<file path="src/rtl/mips32_pkg.sv">
// Shared MIPS32 definitions: boot-loader state encoding, frame constants
// and default memory geometry used by the loader and the core memory.
package mips32_pkg;

    localparam int DEPTH_DEF  = 1024;
    localparam int ADDR_W_DEF = 10;
    localparam int HDR_BYTES  = 4;
    localparam int BCNT_W     = $clog2(HDR_BYTES);

    typedef enum logic [2:0] {
        ST_IDLE,
        ST_LEN,
        ST_DATA,
        ST_CSUM,
        ST_DONE,
        ST_ERR
    } ld_state_e;

    function automatic logic is_stream(input ld_state_e s);
        return (s == ST_LEN) || (s == ST_DATA) || (s == ST_CSUM);
    endfunction

endpackage

</file>
<file path="src/rtl/mips32_byte_packer.sv">
// Big-endian byte-to-word packer: counts accepted bytes and flags the
// 4th byte of each word, presenting the completed word alongside it.
module mips32_byte_packer
    import mips32_pkg::*;
(
    input  logic        clk1,
    input  logic        rst,
    input  logic        clr,
    input  logic        byte_en,
    input  logic [7:0]  byte_in,
    output logic        word_valid,
    output logic [31:0] word
);

    logic [BCNT_W-1:0] cnt_q, cnt_d;
    logic [23:0]       sh_q, sh_d;

    always_comb begin
        cnt_d = cnt_q;
        sh_d  = sh_q;
        if (clr) begin
            cnt_d = '0;
            sh_d  = '0;
        end else if (byte_en) begin
            cnt_d = cnt_q + 1'b1;
            sh_d  = {sh_q[15:0], byte_in};
        end
    end

    // The completed word is visible in the cycle its last byte transfers,
    // so the consumer can register the result on that same edge.
    assign word_valid = byte_en && !clr &&
                        (cnt_q == BCNT_W'(HDR_BYTES - 1));
    assign word       = {sh_q, byte_in};

    always_ff @(posedge clk1) begin
        if (rst) begin
            cnt_q <= '0;
            sh_q  <= '0;
        end else begin
            cnt_q <= cnt_d;
            sh_q  <= sh_d;
        end
    end

endmodule

</file>
<file path="src/rtl/mips32_boot_loader.sv">
// Program-image loader: parses LEN | payload | CSUM byte frames, writes
// payload words to consecutive addresses and releases the core on success.
module mips32_boot_loader
    import mips32_pkg::*;
#(
    parameter int DEPTH  = DEPTH_DEF,
    parameter int ADDR_W = ADDR_W_DEF
) (
    input  logic              clk1,
    input  logic              rst,
    input  logic              start,
    input  logic              s_valid,
    input  logic [7:0]        s_data,
    output logic              s_ready,
    output logic              mem_we,
    output logic [ADDR_W-1:0] mem_addr,
    output logic [31:0]       mem_wdata,
    output logic              cpu_run,
    output logic              load_err,
    output logic [ADDR_W:0]   words_loaded
);

    ld_state_e         state_q, state_d;
    logic              s_ready_q, s_ready_d;
    logic              mem_we_q, mem_we_d;
    logic [ADDR_W-1:0] mem_addr_q, mem_addr_d;
    logic [31:0]       mem_wdata_q, mem_wdata_d;
    logic              cpu_run_q, cpu_run_d;
    logic              load_err_q, load_err_d;
    logic [ADDR_W:0]   wl_q, wl_d;
    logic [ADDR_W:0]   len_q, len_d;
    logic [31:0]       csum_q, csum_d;

    logic              accept;
    logic              start_ok;
    logic              word_valid;
    logic [31:0]       word;
    logic [ADDR_W:0]   wl_inc;

    assign accept   = s_valid && s_ready_q;
    assign start_ok = start && !is_stream(state_q);
    assign wl_inc   = wl_q + 1'b1;

    mips32_byte_packer u_packer (
        .clk1       (clk1),
        .rst        (rst),
        .clr        (start_ok),
        .byte_en    (accept),
        .byte_in    (s_data),
        .word_valid (word_valid),
        .word       (word)
    );

    always_comb begin
        state_d     = state_q;
        mem_we_d    = 1'b0;
        mem_addr_d  = mem_addr_q;
        mem_wdata_d = mem_wdata_q;
        cpu_run_d   = cpu_run_q;
        load_err_d  = load_err_q;
        wl_d        = wl_q;
        len_d       = len_q;
        csum_d      = csum_q;
        unique case (state_q)
            ST_IDLE, ST_DONE, ST_ERR: begin
                if (start) begin
                    state_d    = ST_LEN;
                    cpu_run_d  = 1'b0;
                    load_err_d = 1'b0;
                    wl_d       = '0;
                    mem_addr_d = '0;
                    csum_d     = '0;
                end
            end
            ST_LEN: begin
                if (word_valid) begin
                    len_d = word[ADDR_W:0];
                    if (word > 32'(DEPTH)) begin
                        state_d    = ST_ERR;
                        load_err_d = 1'b1;
                    end else if (word == '0) begin
                        state_d = ST_CSUM;
                    end else begin
                        state_d = ST_DATA;
                    end
                end
            end
            ST_DATA: begin
                if (word_valid) begin
                    mem_we_d    = 1'b1;
                    mem_addr_d  = wl_q[ADDR_W-1:0];
                    mem_wdata_d = word;
                    csum_d      = csum_q + word;
                    wl_d        = wl_inc;
                    if (wl_inc == len_q) begin
                        state_d = ST_CSUM;
                    end
                end
            end
            ST_CSUM: begin
                if (word_valid) begin
                    if (word == csum_q) begin
                        state_d   = ST_DONE;
                        cpu_run_d = 1'b1;
                    end else begin
                        state_d    = ST_ERR;
                        load_err_d = 1'b1;
                    end
                end
            end
            default: state_d = ST_IDLE;
        endcase
        // Ready is registered alongside the state it belongs to.
        s_ready_d = is_stream(state_d);
    end

    always_ff @(posedge clk1) begin
        if (rst) begin
            state_q     <= ST_IDLE;
            s_ready_q   <= 1'b0;
            mem_we_q    <= 1'b0;
            mem_addr_q  <= '0;
            mem_wdata_q <= '0;
            cpu_run_q   <= 1'b0;
            load_err_q  <= 1'b0;
            wl_q        <= '0;
            len_q       <= '0;
            csum_q      <= '0;
        end else begin
            state_q     <= state_d;
            s_ready_q   <= s_ready_d;
            mem_we_q    <= mem_we_d;
            mem_addr_q  <= mem_addr_d;
            mem_wdata_q <= mem_wdata_d;
            cpu_run_q   <= cpu_run_d;
            load_err_q  <= load_err_d;
            wl_q        <= wl_d;
            len_q       <= len_d;
            csum_q      <= csum_d;
        end
    end

    assign s_ready      = s_ready_q;
    assign mem_we       = mem_we_q;
    assign mem_addr     = mem_addr_q;
    assign mem_wdata    = mem_wdata_q;
    assign cpu_run      = cpu_run_q;
    assign load_err     = load_err_q;
    assign words_loaded = wl_q;

endmodule

</file>
<file path="config.mk">
export PLATFORM = sky130hd
export DESIGN_NAME = mips32_boot_loader
export DESIGN_NICKNAME = d
export VERILOG_FILES = /design/src/rtl/mips32_pkg.sv /design/src/rtl/mips32_byte_packer.sv /design/src/rtl/mips32_boot_loader.sv
export SDC_FILE = /design/constraint.sdc
export NUM_CORES = 1
export LEC_CHECK = 0
export BUFFER_PORTS_ARGS = -buffer_cell sky130_fd_sc_hd__buf_2
export CAP_MARGIN = 5
export CELL_PAD_IN_SITES_DETAIL_PLACEMENT = 0
export CELL_PAD_IN_SITES_GLOBAL_PLACEMENT = 1
export CORE_ASPECT_RATIO = 0.75
export CORE_MARGIN = 5
export CORE_UTILIZATION = 40
export DETAILED_ROUTE_END_ITERATION = 10
export GPL_TIMING_DRIVEN = 0
export PLACE_DENSITY_LB_ADDON = 0.1
export RECOVER_POWER = 25
export SLEW_MARGIN = 15
export SYNTH_ARGS = -nofsm -noshare
export SYNTH_HDL_FRONTEND = slang
export SYNTH_SLANG_ARGS = --single-unit
</file>
<file path="constraint.sdc">
create_clock -name clk1 -period 3.17 [get_ports clk1]
set_input_delay 0.634 -clock clk1 [delete_from_list [all_inputs] [get_ports clk1]]
set_output_delay 0.634 -clock clk1 [all_outputs]
set_load 0.01 [all_outputs]
</file>
== Word level (Yosys, flattened, before mapping) ==
Cells that the tools add are included.

* Bits in registers: 129
* Input bits: 12
* Output and inout port bits: 57
* Word-level logic and storage cells: 86

* Add/sub/neg operators: 3
* Order comparisons: 1
* Equality and inequality tests: 18
* Muxes and demuxes: 28
* Bitwise gates (word level): 1
* Reductions and logical operators: 23

{| class="wikitable"
|+ Operators by type and width
! kind !! number
|-
| $mux W32 || 2
|-
| $pmux W32 S2 || 1
|-
| $add A32 B32 Y32 || 1
|-
| $eq A32 B32 Y1 || 1
|-
| $gt A32 B11 Y1 const B || 1
|-
| $logic_not A32 Y1 || 1
|-
| $mux W11 || 2
|-
| $pmux W11 S2 || 1
|-
| $mux W10 || 2
|-
| $pmux W10 S2 || 1
|-
| $mux W3 || 6
|-
| $eq A3 B2 Y1 const B || 4
|-
| $pmux W3 S4 || 1
|-
| $add A11 B1 Y11 const B || 1
|-
| $eq A11 B11 Y1 || 1
|-
| $mux W1 || 10
|-
| $ne A2 B1 Y1 const B || 5
|-
| $eq A3 B1 Y1 const B || 2
|-
| $eq A3 B3 Y1 const B || 2
|-
| $reduce_and A6 Y1 || 1
|-
| $logic_and A1 B1 Y1 || 4
|-
| $logic_or A1 B1 Y1 || 4
|-
| $ne A2 B2 Y1 const B || 2
|-
| $reduce_and A2 Y1 || 2
|-
| 13 further kinds || 16
|}

== Longest topological paths before layout ==
Gate-level depths: netlist of run 1.

* Word-level depth: 13
* Depth in mapped cells: 11

== Modules after synthesis ==
A second synthesis of run 1 with hierarchy kept.

* Cell total of the unflattened synthesis: 811
* Area, all modules: 6,737.7 um^2

{| class="wikitable"
|+ By module, submodules not included
! module !! instances !! cells an instance !! area an instance (um^2)
|-
| mips32_boot_loader || 1 || 716 || 5,694.2
|-
| mips32_byte_packer || 1 || 95 || 1,043.5
|}

== Least setup slack after synthesis of run 1 ==
Ideal clock, no wire load.

* Path type: input port to flip-flop
* Start: input s_data[0]
* End: register csum_q[24]
* Library setup time: 0.117 ns
* Data arrival time: 2.983 ns
* Slack: 0.070 ns
* Stages: 11
* Buffers on the path: 0
* Cells stage by stage: ha_1 -> fa_1 -> a21oi_1 -> o211ai_1 -> a221oi_4 -> and4_1 -> nor3_1 -> nor2_1 -> a21boi_1 -> or3_1 -> a32o_1

* Word-level cells in the longest chain between the ends: 3

{| class="wikitable"
|+ RTL lines
! element !! RTL line !! text
|-
| start: declaration || mips32_boot_loader.sv:13 || <nowiki>input logic [7:0] s_data,</nowiki>
|-
| $add A32 B32 Y32 || mips32_boot_loader.sv:93 || <nowiki>csum_d = csum_q + word;</nowiki>
|-
| $mux W32 || mips32_boot_loader.sv:89 || <nowiki>if (word_valid) begin</nowiki>
|-
| $pmux W32 S2 || mips32_boot_loader.sv:64 || <nowiki>unique case (state_q)</nowiki>
|-
| end signal: assignment || mips32_boot_loader.sv:139 || <nowiki>csum_q <= csum_d;</nowiki>
|-
| end: declaration || mips32_boot_loader.sv:32 || <nowiki>logic [31:0] csum_q, csum_d;</nowiki>
|}

No other way between the ends. The select of a mux whose other input is x is not followed.
A chain may end at the register's enable or synchronous reset.

== Worst setup path after layout of run 1 ==
* Start: register u_packer.sh_q[2]
* End: register csum_q[31]

* Word-level cells in the longest chain between the ends: 3

{| class="wikitable"
|+ RTL lines
! element !! RTL line !! text
|-
| start: declaration || mips32_byte_packer.sv:16 || <nowiki>logic [23:0] sh_q, sh_d;</nowiki>
|-
| start signal: assignment || mips32_byte_packer.sv:39 || <nowiki>sh_q <= '0;</nowiki>
|-
| start signal: assignment || mips32_byte_packer.sv:42 || <nowiki>sh_q <= sh_d;</nowiki>
|-
| $add A32 B32 Y32 || mips32_boot_loader.sv:93 ||
|-
| $mux W32 || mips32_boot_loader.sv:89 ||
|-
| $pmux W32 S2 || mips32_boot_loader.sv:64 ||
|}

No other way between the ends. The select of a mux whose other input is x is not followed.

==> run_results.csv, run 1 <==
group,metric,value,unit
worst_hold_path,hold_class,"reg -> reg",
timing,finalClockSkew,6.452,ps
drt,dr.pass1.iters,5,
power,finalPower,3.876,mW
logic_synthesis,syn-num-nets,890,
global_routing,grt_use_total,21.31,%
worst_setup_path,crit_arrival,3400,ps
floorplan,die_h,121.9,um
logic_synthesis,synthCells,844,
timing,holdWs,455.2,ps
timing,rsz0062_at_grt,"false",
placement,preCtsSetupSlack,-528.7,ps
worst_setup_path,worstReg2RegEnd,"csum_q[31]",
worst_setup_path,crit_start,"u_packer.sh_q[2]",
floorplan,ios,69,
finish,layout-drive-gt1-share,8.562,%
status,outcome,"complete, no violations",
worst_setup_path,path_max_fanout,7,
worst_setup_path,reg2regPathDepth,11,
global_routing,grt_overflow_total,0,
clock_network,clk_pin_slew,60,ps
worst_setup_path,rrSetupSlack,80,ps
clock_network,cts_tree,"done",
floorplan,start_util,41.21,%
logic_synthesis,synth_common_cells,"nand2_1 (168), dfxtp_1 (129), a21oi_1 (107), nor2_1 (75), clkbuf_1 (52)",
clock_network,ctsHoldBuffers,0,
global_routing,grt_start_max_net_pins,17,
logic_synthesis,synth_top_area_share,38.64,%
global_routing,grt_pass1_vias,5761,
timing,hold_viol,0,
clock_network,clk_latency,420,ps
logic_synthesis,synth_edf_count,0,
logic_synthesis,avgSynthCellArea,7.918,sq um
floorplan,die_area,0.01942,sq mm
timing,worst_slack,77.47,ps
drt,first_iter_violations,565,
floorplan,core_area,0.01622,sq mm
logic_synthesis,synth-seq-area-share,38.64,%
worst_setup_path,path_class,"reg -> reg",
placement,io_buffer_count,68,
worst_hold_path,hold_path_startpoint,"mem_wdata[28]",
logic_synthesis,yosys.area.top_type,"dfxtp_1",
logic_synthesis,async_flop_share,0,%
timing,post-route-period-util,97.56,%
finish,n_fill_cell,1606,
worst_setup_path,r2r-start,"u_packer.sh_q[2]",
logic_synthesis,syn_area,0.006683,sq mm
timing,tightest_slew,949.4,ps
worst_setup_path,crit_path_start_kind,"register",
clock_network,cts_sinks,129,
logic_synthesis,synthTopCellsByArea,"dfxtp_1 (39%), nand2_1 (9.4%), a21oi_1 (8.0%)",
worst_setup_path,cp.required,3470,ps
power,powerDensity,490.9,mW/mm^2
drt,final_antenna_net_count,0,
worst_hold_path,whs_path_depth,2,
power,leakage,3.114,nW
finish,area_growth,18.14,%
clock_network,cts_made_buffers,17,
drt,drc,0,
worst_hold_path,min_to,"mem_wdata[28]",
clock_network,cts_max_path_buffers,2,
logic_synthesis,synth.most_common_cell,"nand2_1",
finish,nNetsFinal,979,
finish,final_util,48.69,%
logic_synthesis,yosysWarnings,0,
clock_network,cts-root-buf,"clkbuf_16",
finish,fin_area,0.007895,sq mm
global_routing,grt_pass1_wl,32.82,mm
power,ir_worst_vdd,0.0002773,V
finish,num_antenna_cells,0,
timing,relSlewSlack,36.48,%
timing,fmax,323.4,MHz
clock_network,htreeDepth,4,
logic_synthesis,synth_cell_type_count,59,
timing,period_needed,3093,ps
logic_synthesis,ys_ff_latch,129,
floorplan,die_x,159.3,um
timing,slew_violations,0,
placement,gp_congestion,0.8426,
worst_setup_path,crit_path_end_kind,"register",
drt,post_drt_wl_per_cell,18.33,um
drt,vias_per_cell,5.535,
floorplan,fp-row-count,40,
timing,setup_violations,0,
placement,place_hpwl,15.65,mm
drt,vias,6398,
drt,routed_wl,21.19,mm
job,drv_cap,0,
global_routing,antenna_found_initial,0,
logic_synthesis,synth_ff_type,"dfxtp_1",
placement,placed_cell_area,0.007291,sq mm
-- kinds of logic (layout without fill, tap and decap cells) --
kind of cell | after synthesis | count (layout) | synth area share [%]
XOR/XNOR | 48 | 48 | 6.291
flip-flops | 129 | 129 | 38.64
AND/OR/NAND/NOR | 329 | 329 | 21.47
adder cells (fa/ha/maj) | 34 | 34 | 6.478
AO/OA/AOI/OAI | 236 | 236 | 23.09
buffers and inverters | 68 | 170 | 4.025
-- layer usage --
layer  up-vias  part of all wire, %  global-route usage (%)
li1       3145                    -                       -
met5         -                    0                       0
met1      3038                   53                   33.22
met4         0                 0.93                   5.061
met3        15                  6.9                   4.904
met2       200                   39                   29.27
-- sequential cells by signal, summed over array words and instances (netlist names) --
| signal | count |
|---|---|
| u_packer.cnt_q | 2 |
| cpu_run | 1 |
| mem_wdata | 32 |
| len_q | 11 |
| mem_we | 1 |
| s_ready | 1 |
| csum_q | 32 |
| u_packer.sh_q | 24 |
| state_q | 3 |
| load_err | 1 |
| mem_addr | 10 |
| words_loaded | 11 |
-- stage by stage --
| step | TNS, ps | cells |
|---|---|---|
| after CTS | 0 | 1155 |
| final | 0 | 1156 |
| after floorplan | 0 | 844 |
| after global routing | 0 | 1156 |
| after detailed placement | -3462 | 1122 |
| after global placement | -7665 | 1122 |
-- final cells by class --
cell class | count | area [sq um] | area share (%)
clock buffers | 20 | 466.7 | 5.911
inverters | 10 | 37.54 | 0.4754
multi-input cells | 647 | 3856 | 48.84
clock inverters | 12 | 156.4 | 1.981
well taps | 210 | 262.8 | 3.328
repair buffers | 70 | 297.8 | 3.772
flip-flops and latches | 129 | 2586 | 32.76
plain buffers | 58 | 231.5 | 2.932
-- how the worst max path moves through the flow --
stage	cells past startpoint	slack (ps)	to
after global placement	12	-480	csum_q[24]
after detailed placement	12	-530	csum_q[24]
after global routing	11	10	csum_q[31]
after CTS	11	10	csum_q[31]
after floorplan	11	70	csum_q[24]
final	11	80	csum_q[31]
-- worst max-delay path: stages (launching register included) --
cell and delay (ps):
dfxtp_2 490, ha_1 280, clkbuf_1 200, a21o_1 240
a22o_1 230, a22oi_1 290, a21oi_1 150, nor2_1 210
o21bai_2 130, a311oi_2 300, xor2_1 100, a311o_1 350
-- timing repair --
item                       in CTS  in global routing
buffers inserted                1                  1
pin swaps                       1                  2
setup endpoints to repair       6                  5
resized for setup               3                  5
-- power by group --
| group | leakage (nW) | total [mW] | switching [mW] | internal (mW) |
|---|---|---|---|---|
| clock | 0.295 | 2.07 | 0.772 | 1.30 |
| combinational | 1.78 | 0.162 | 0.122 | 0.0403 |
| sequential | 1.04 | 1.64 | 0.0123 | 1.63 |
| total | 3.11 | 3.88 | 0.906 | 2.97 |
-- cells in the final DEF (no fill, tap or decap), drive strengths merged, types with 7 or more instances in the layout --
| master | Yosys | routed |
|---|---|---|
| ha | 33 | 33 |
| o21ai | 26 | 26 |
| xor2 | 13 | 13 |
| o21bai | 7 | 7 |
| a21o | 19 | 19 |
| and3 | 9 | 9 |
| a22o | 18 | 18 |
| nand4 | 9 | 9 |
| a22oi | 28 | 28 |
| nor4 | 14 | 14 |
| inv | 10 | 11 |
| nand2 | 168 | 168 |
| a21oi | 108 | 108 |
| clkbuf | 52 | 118 |
| nor2 | 75 | 75 |
| dfxtp | 129 | 129 |
| xnor2 | 35 | 35 |
| buf | 6 | 30 |
| nand2b | 7 | 7 |
| nand3 | 17 | 17 |
| nor3 | 11 | 11 |
(Power assumes the default switching activity.)
==> run 2, diff against run 1 <==
Settings changed: CORE_UTILIZATION 40 to 41, CTS_BUF_LIST set to sky130_fd_sc_hd__clkbuf_8.
==> run 2 against run 1 <==
First-iteration DRC count fell by 12%. Largest power group is now registers. Register-to-register slack improved by 90 ps. Worst hold slack better by 0.82 ps. Routed wire length fell by 3.6%. Critical endpoint is now csum_q[24]. Highest routed layer unchanged. Critical path depth is 1 higher. Final cell count fell by 0.35%. Final area shrank 2.9%. Via count decreased by 0.84%. Largest cell class unchanged. Non-clock buffer count shrank 4. Die area decreased by 2.3%.
==> run_results.csv, run 2 (synthesis gave the netlist of run 1 again) <==
group,metric,value,unit
global_routing,grt_pass1_wl,32.44,mm
worst_setup_path,path_max_fanout,5,
floorplan,core_area,0.01602,sq mm
worst_setup_path,crit_path_end_kind,"register",
global_routing,grt_overflow_total,0,
floorplan,die_x,157.4,um
finish,area_growth,14.74,%
clock_network,cts_tree,"done",
floorplan,die_area,0.01898,sq mm
drt,first_iter_violations,498,
power,comb_power_share,4.9,%
power,seqPwrFrac,50.5,%
worst_setup_path,crit_start,"s_data[0]",
timing,fmax,330.0,MHz
drt,wl_met1,10.67,mm
finish,final_util,47.88,%
power,p_sw,0.8673,mW
timing,holdWs,456.0,ps
clock_network,clk_latency,450,ps
finish,nNetsFinal,975,
global_routing,grt_start_max_net_pins,17,
finish,instances_no_fill,1152,
drt,top_layer,"met4",
power,powerDensity,422.7,mW/mm^2
placement,place_hpwl,15.27,mm
drt,vias,6344,
placement,placed_cells,1122,
placement,io_buffer_count,68,
global_routing,antenna_found_initial,0,
power,swShare,26.76,%
clock_network,ctsHoldBuffers,0,
timing,tightest_slew,835.4,ps
timing,setup_violations,0,
placement,gp_congestion,0.8455,
clock_network,cts_max_path_buffers,2,
power,ir_worst_vdd,0.0002413,V
finish,num_antenna_cells,0,
worst_setup_path,path_class,"in -> reg",
finish,layout-drive-gt1-share,9.660,%
drt,drc,0,
timing,finalClockSkew,9.270,ps
clock_network,cts_made_buffers,17,
global_routing,grt_use_total,21.80,%
finish,final_common_cell,"nand2_1",
floorplan,start_util,41.73,%
timing,hold_viol,0,
timing,rsz0062_at_grt,"false",
drt,post_drt_wl_per_cell,17.72,um
drt,wl_met2,7.779,mm
floorplan,fp-row-count,40,
power,internal_power,2.374,mW
worst_hold_path,hold_path_startpoint,"mem_wdata[24]",
clock_network,cts-root-buf,"clkbuf_8",
worst_hold_path,hold_class,"reg -> reg",
finish,final_cell_mix,"nand2_1 (168), dfxtp_1 (123), a21oi_1 (106), clkbuf_1 (89), nor2_1 (75)",
timing,post-route-period-util,95.60,%
timing,slew_violations,0,
floorplan,ios,69,
timing,relSlewSlack,43.94,%
clock_network,htreeDepth,4,
global_routing,grt_pass1_vias,5833,
worst_setup_path,r2r-start,"u_packer.sh_q[1]",
drt,dr.pass1.iters,7,
worst_setup_path,cp.required,3520,ps
clock_network,clk_pin_slew,80,ps
drt,routed_wl,20.42,mm
drt,vias_per_cell,5.507,
power,leakage,3.043,nW
power,clkPwrFrac,44.6,%
timing,period_needed,3030,ps
floorplan,die_h,120.6,um
job,drv_cap,0,
worst_setup_path,crit_path_start_kind,"input pin",
status,outcome,"complete, no violations",
drt,met3WireLength,1.670,mm
clock_network,cts_sinks,129,
drt,final_antenna_net_count,0,
worst_setup_path,crit_arrival,3380,ps
-- run 2: changes by cell type in the layout (fill, tap and decap cells not counted), sizes merged --
cell	before	now
buf	30	34
clkinvlp	4	0
inv	11	14
clkinv	4	9
bufinv	3	2
clkbuf	118	107
-- run 2: final cells by class --
type | count | area (sq um)
Buffer | 55 | 221.5
Timing Repair Buffer | 69 | 296.5
Inverter | 10 | 37.54
Fill cell | 1632 | 8348
Tap cell | 210 | 262.8
Sequential cell | 129 | 2590
Multi-Input combinational cell | 647 | 3866
Clock buffer | 17 | 234.0
Clock inverter | 15 | 158.9
-- run 2: layer usage --
metal | global-route usage [%] | up-vias
met5 | 0 | -
met2 | 28.98 | 175
met4 | 5.911 | 0
met1 | 35.03 | 3017
met3 | 4.150 | 20
li1 | - | 3132
-- run 2: timing repair --
item,in CTS,in global routing
setup endpoints to repair,2,6
pin swaps,1,2
buffers inserted,1,0
resized for setup,1,14
-- run 2: worst paths after layout --
kind | cells after the start | slack, ps | endpoint
setup / recovery | 12 | 140 | csum_q[24]
hold reg to reg | 2 | 460 | mem_wdata[24]
setup reg to reg | 11 | 170 | csum_q[31]
hold / removal | 2 | 460 | mem_wdata[24]
-- run 2: power groups by stage --
stage | logic (mW) | registers, mW | clock network, mW
final | 0.159 | 1.64 | 1.44
after global routing | 0.176 | 1.64 | 1.55
after CTS | 0.157 | 1.64 | 1.47
after detailed placement | 0.156 | 1.67 | 0
after global placement | 0.155 | 1.67 | 0
after floorplan | 0.0921 | 1.67 | 0
-- run 2: critical path, cell delays in order --
cell	delay, ps
buf_2	160
ha_1	260
fa_1	430
a21oi_2	210
o211ai_1	170
a221oi_4	360
and4_4	280
nor3_1	50
nor2_1	170
a21boi_1	100
or3_1	310
a32o_1	240
-- run 2: stage by stage --
step	area [sq um]	setup WS, ps	total power [mW]	setup TNS (ps)
after floorplan	6683	69.71	1.761	0
after global placement	7286	-480.3	1.829	-7526
after detailed placement	7291	-482.5	1.830	-2807
after CTS	7692	15.93	3.262	0
after global routing	7667	14.48	3.359	0
final	7667	139.5	3.241	0
==> run 3, diff against run 2 <==
Settings changed: CORE_UTILIZATION 41 to 46.
Clock period 3.17 ns to 2.8 ns, I/O delays scaled along.
==> run 3 against run 2 <==
The flow now finishes with violations (negative setup slack). Worst hold slack lost 37 ps. Clock power up 9.7%. Global-route usage rose by 1.8 points.
==> run_results.csv, run 3 (synthesis gave the netlist of run 1 again) <==
group,metric,value,unit
timing,finalClockSkew,12.14,ps
finish,final_util,54.23,%
timing,fmax,351.3,MHz
floorplan,core_area,0.01436,sq mm
timing,relSlewSlack,51.05,%
floorplan,ios,69,
worst_setup_path,r2r-start,"csum_q[0]",
floorplan,die_x,149.2,um
finish,area_growth,16.51,%
worst_setup_path,crit_path_end_kind,"register",
finish,final_cell_mix,"nand2_1 (168), dfxtp_1 (121), a21oi_1 (104), clkbuf_1 (90), nor2_1 (73)",
drt,vias_per_cell,5.596,
global_routing,grt_util_met2,34.56,%
timing,post-route-period-util,101.7,%
floorplan,start_util,46.54,%
worst_setup_path,path_class,"reg -> reg",
job,drv_cap,0,
worst_setup_path,reg2regPathDepth,11,
worst_setup_path,cp.required,3150,ps
clock_network,cts_max_path_buffers,2,
worst_hold_path,hold_class,"in -> reg",
worst_setup_path,path_max_fanout,3,
drt,drc,0,
floorplan,die_area,0.01706,sq mm
clock_network,htreeDepth,4,
drt,final_antenna_net_count,0,
finish,layout-drive-gt1-share,11.29,%
timing,tightest_slew,731.5,ps
worst_setup_path,crit_arrival,3200,ps
global_routing,grt_use_met1,35.40,%
placement,gp_congestion,0.9090,
status,violations,"negative setup slack",
worst_hold_path,min_to,"u_packer.sh_q[2]",
finish,num_antenna_cells,0,
timing,slew_violations,0,
finish,nNetsFinal,981,
drt,routed_wl,20.09,mm
worst_hold_path,whs_path_depth,3,
timing,rsz0062_at_grt,"true",
finish,final_common_cell,"nand2_1",
global_routing,grt_start_max_net_pins,17,
timing,setup_tns,-90.04,ps
power,ir_worst_vdd,0.0003426,V
floorplan,die_h,114.4,um
worst_setup_path,worstReg2RegEnd,"csum_q[24]",
power,powerDensity,464.4,mW/mm^2
timing,period_needed,2847,ps
power,leakage,3.056,nW
global_routing,antenna_found_initial,0,
drt,dr.pass1.iters,5,
clock_network,clk_latency,460,ps
clock_network,clk_pin_slew,80,ps
timing,hold_viol,0,
drt,post_drt_wl_per_cell,17.50,um
floorplan,fp-row-count,38,
clock_network,cts_tree,"done",
global_routing,grtUsageMet3,5.184,%
status,outcome,"complete, but fails checks",
power,finalPower,3.616,mW
global_routing,grt_pass1_vias,5906,
worst_setup_path,rrSetupSlack,-50,ps
placement,io_buffer_count,68,
global_routing,grt_use_total,23.56,%
global_routing,grt_overflow_total,0,
timing,setup_violations,3,
clock_network,cts_made_buffers,17,
drt,first_iter_violations,500,
timing,worst_slack,-46.92,ps
clock_network,cts_sinks,129,
worst_setup_path,crit_path_start_kind,"register",
clock_network,cts-root-buf,"clkbuf_8",
global_routing,grt_pass1_wl,31.53,mm
global_routing,grt.busiest_layer,"met1",
worst_hold_path,hold_path_startpoint,"s_data[2]",
placement,place_hpwl,14.77,mm
drt,vias,6424,
==> run 3: cell types whose count changed in the layout (fill, tap and decap cells not counted), sizes merged <==
| cell | change |
|---|---|
| buf | +4 |
| clkbuf | +2 |
| bufinv | -1 |
| inv | +3 |
| clkinvlp | +2 |
| clkinv | -4 |
==> run 3: metal layers <==
metal  share of wire (%)  wire [um]  vias to the layer above
li1                    -          -                     3142
met1                  51      10250                     3076
met2                  42       8396                      180
met3                 6.0       1205                       26
met4                 1.2        233                        0
met5                   0          0                        -
==> run 3: worst max-delay path, cell delays in order (launching register included) <==
cell and delay, ps:
dfxtp_2 340, ha_4 160, fa_2 390, a21oi_4 150, o211ai_1 150, a221oi_4 350, and4_4 290, nor3_1 50
nor2_1 200, a21boi_1 120, or3_1 310, a32o_1 240
==> run 3: final cells by class <==
class | instances | area, sq um
Buffer | 52 | 214.0
Clock buffer | 17 | 234.0
Clock inverter | 15 | 150.1
Fill cell | 1410 | 6573
Inverter | 10 | 37.54
Multi-Input combinational cell | 647 | 3940
Sequential cell | 129 | 2600
Tap cell | 200 | 250.2
Timing Repair Buffer | 78 | 360.3
==> run 3: timing repair <==
item	4_1_cts	5_1_grt
pin swaps	9	10
hold buffers	0	0
setup endpoints to repair	8	23
setup buffers	8	2
gates cloned	0	0
gates resized for setup	12	19
hold endpoints to repair	0	0
==> run 3: how the worst max path moves through the flow <==
| stage | depth (start not counted) | to | slack, ps | start |
|---|---|---|---|---|
| 3_5_place_dp | 12 | csum_q[24] | -620 | s_data[0] |
| 5_1_grt | 11 | csum_q[24] | -120 | csum_q[0] |
| 2_1_floorplan | 11 | csum_q[24] | -100 | s_data[0] |
| 4_1_cts | 11 | csum_q[31] | -190 | u_packer.sh_q[3] |
| 3_3_place_gp | 8 | csum_q[8] | -660 | s_valid |
| 6_report | 11 | csum_q[24] | -50 | csum_q[0] |
==> run 3: stage by stage <==
stage / cells / area [sq um] / worst slack (ps) / hold WS, ps
6_report: 1148 / 7786 / -46.92 / 418.8
5_1_grt: 1148 / 7786 / -116.3 / 403.8
4_1_cts: 1152 / 7772 / -186.0 / 405.3
3_5_place_dp: 1112 / 7301 / -621.9 / 444.0
3_3_place_gp: 1112 / 7296 / -662.3 / 441.8
2_1_floorplan: 844 / 6705 / -96.49 / 431.5
==> run 3: where the power goes <==
group          leakage, nW  total, mW  switching, mW  internal (mW)
clock network        0.189       1.58          0.855          0.726
logic                 1.82      0.184          0.137         0.0470
registers             1.04       1.85         0.0129           1.84
total                 3.06       3.62           1.00           2.61
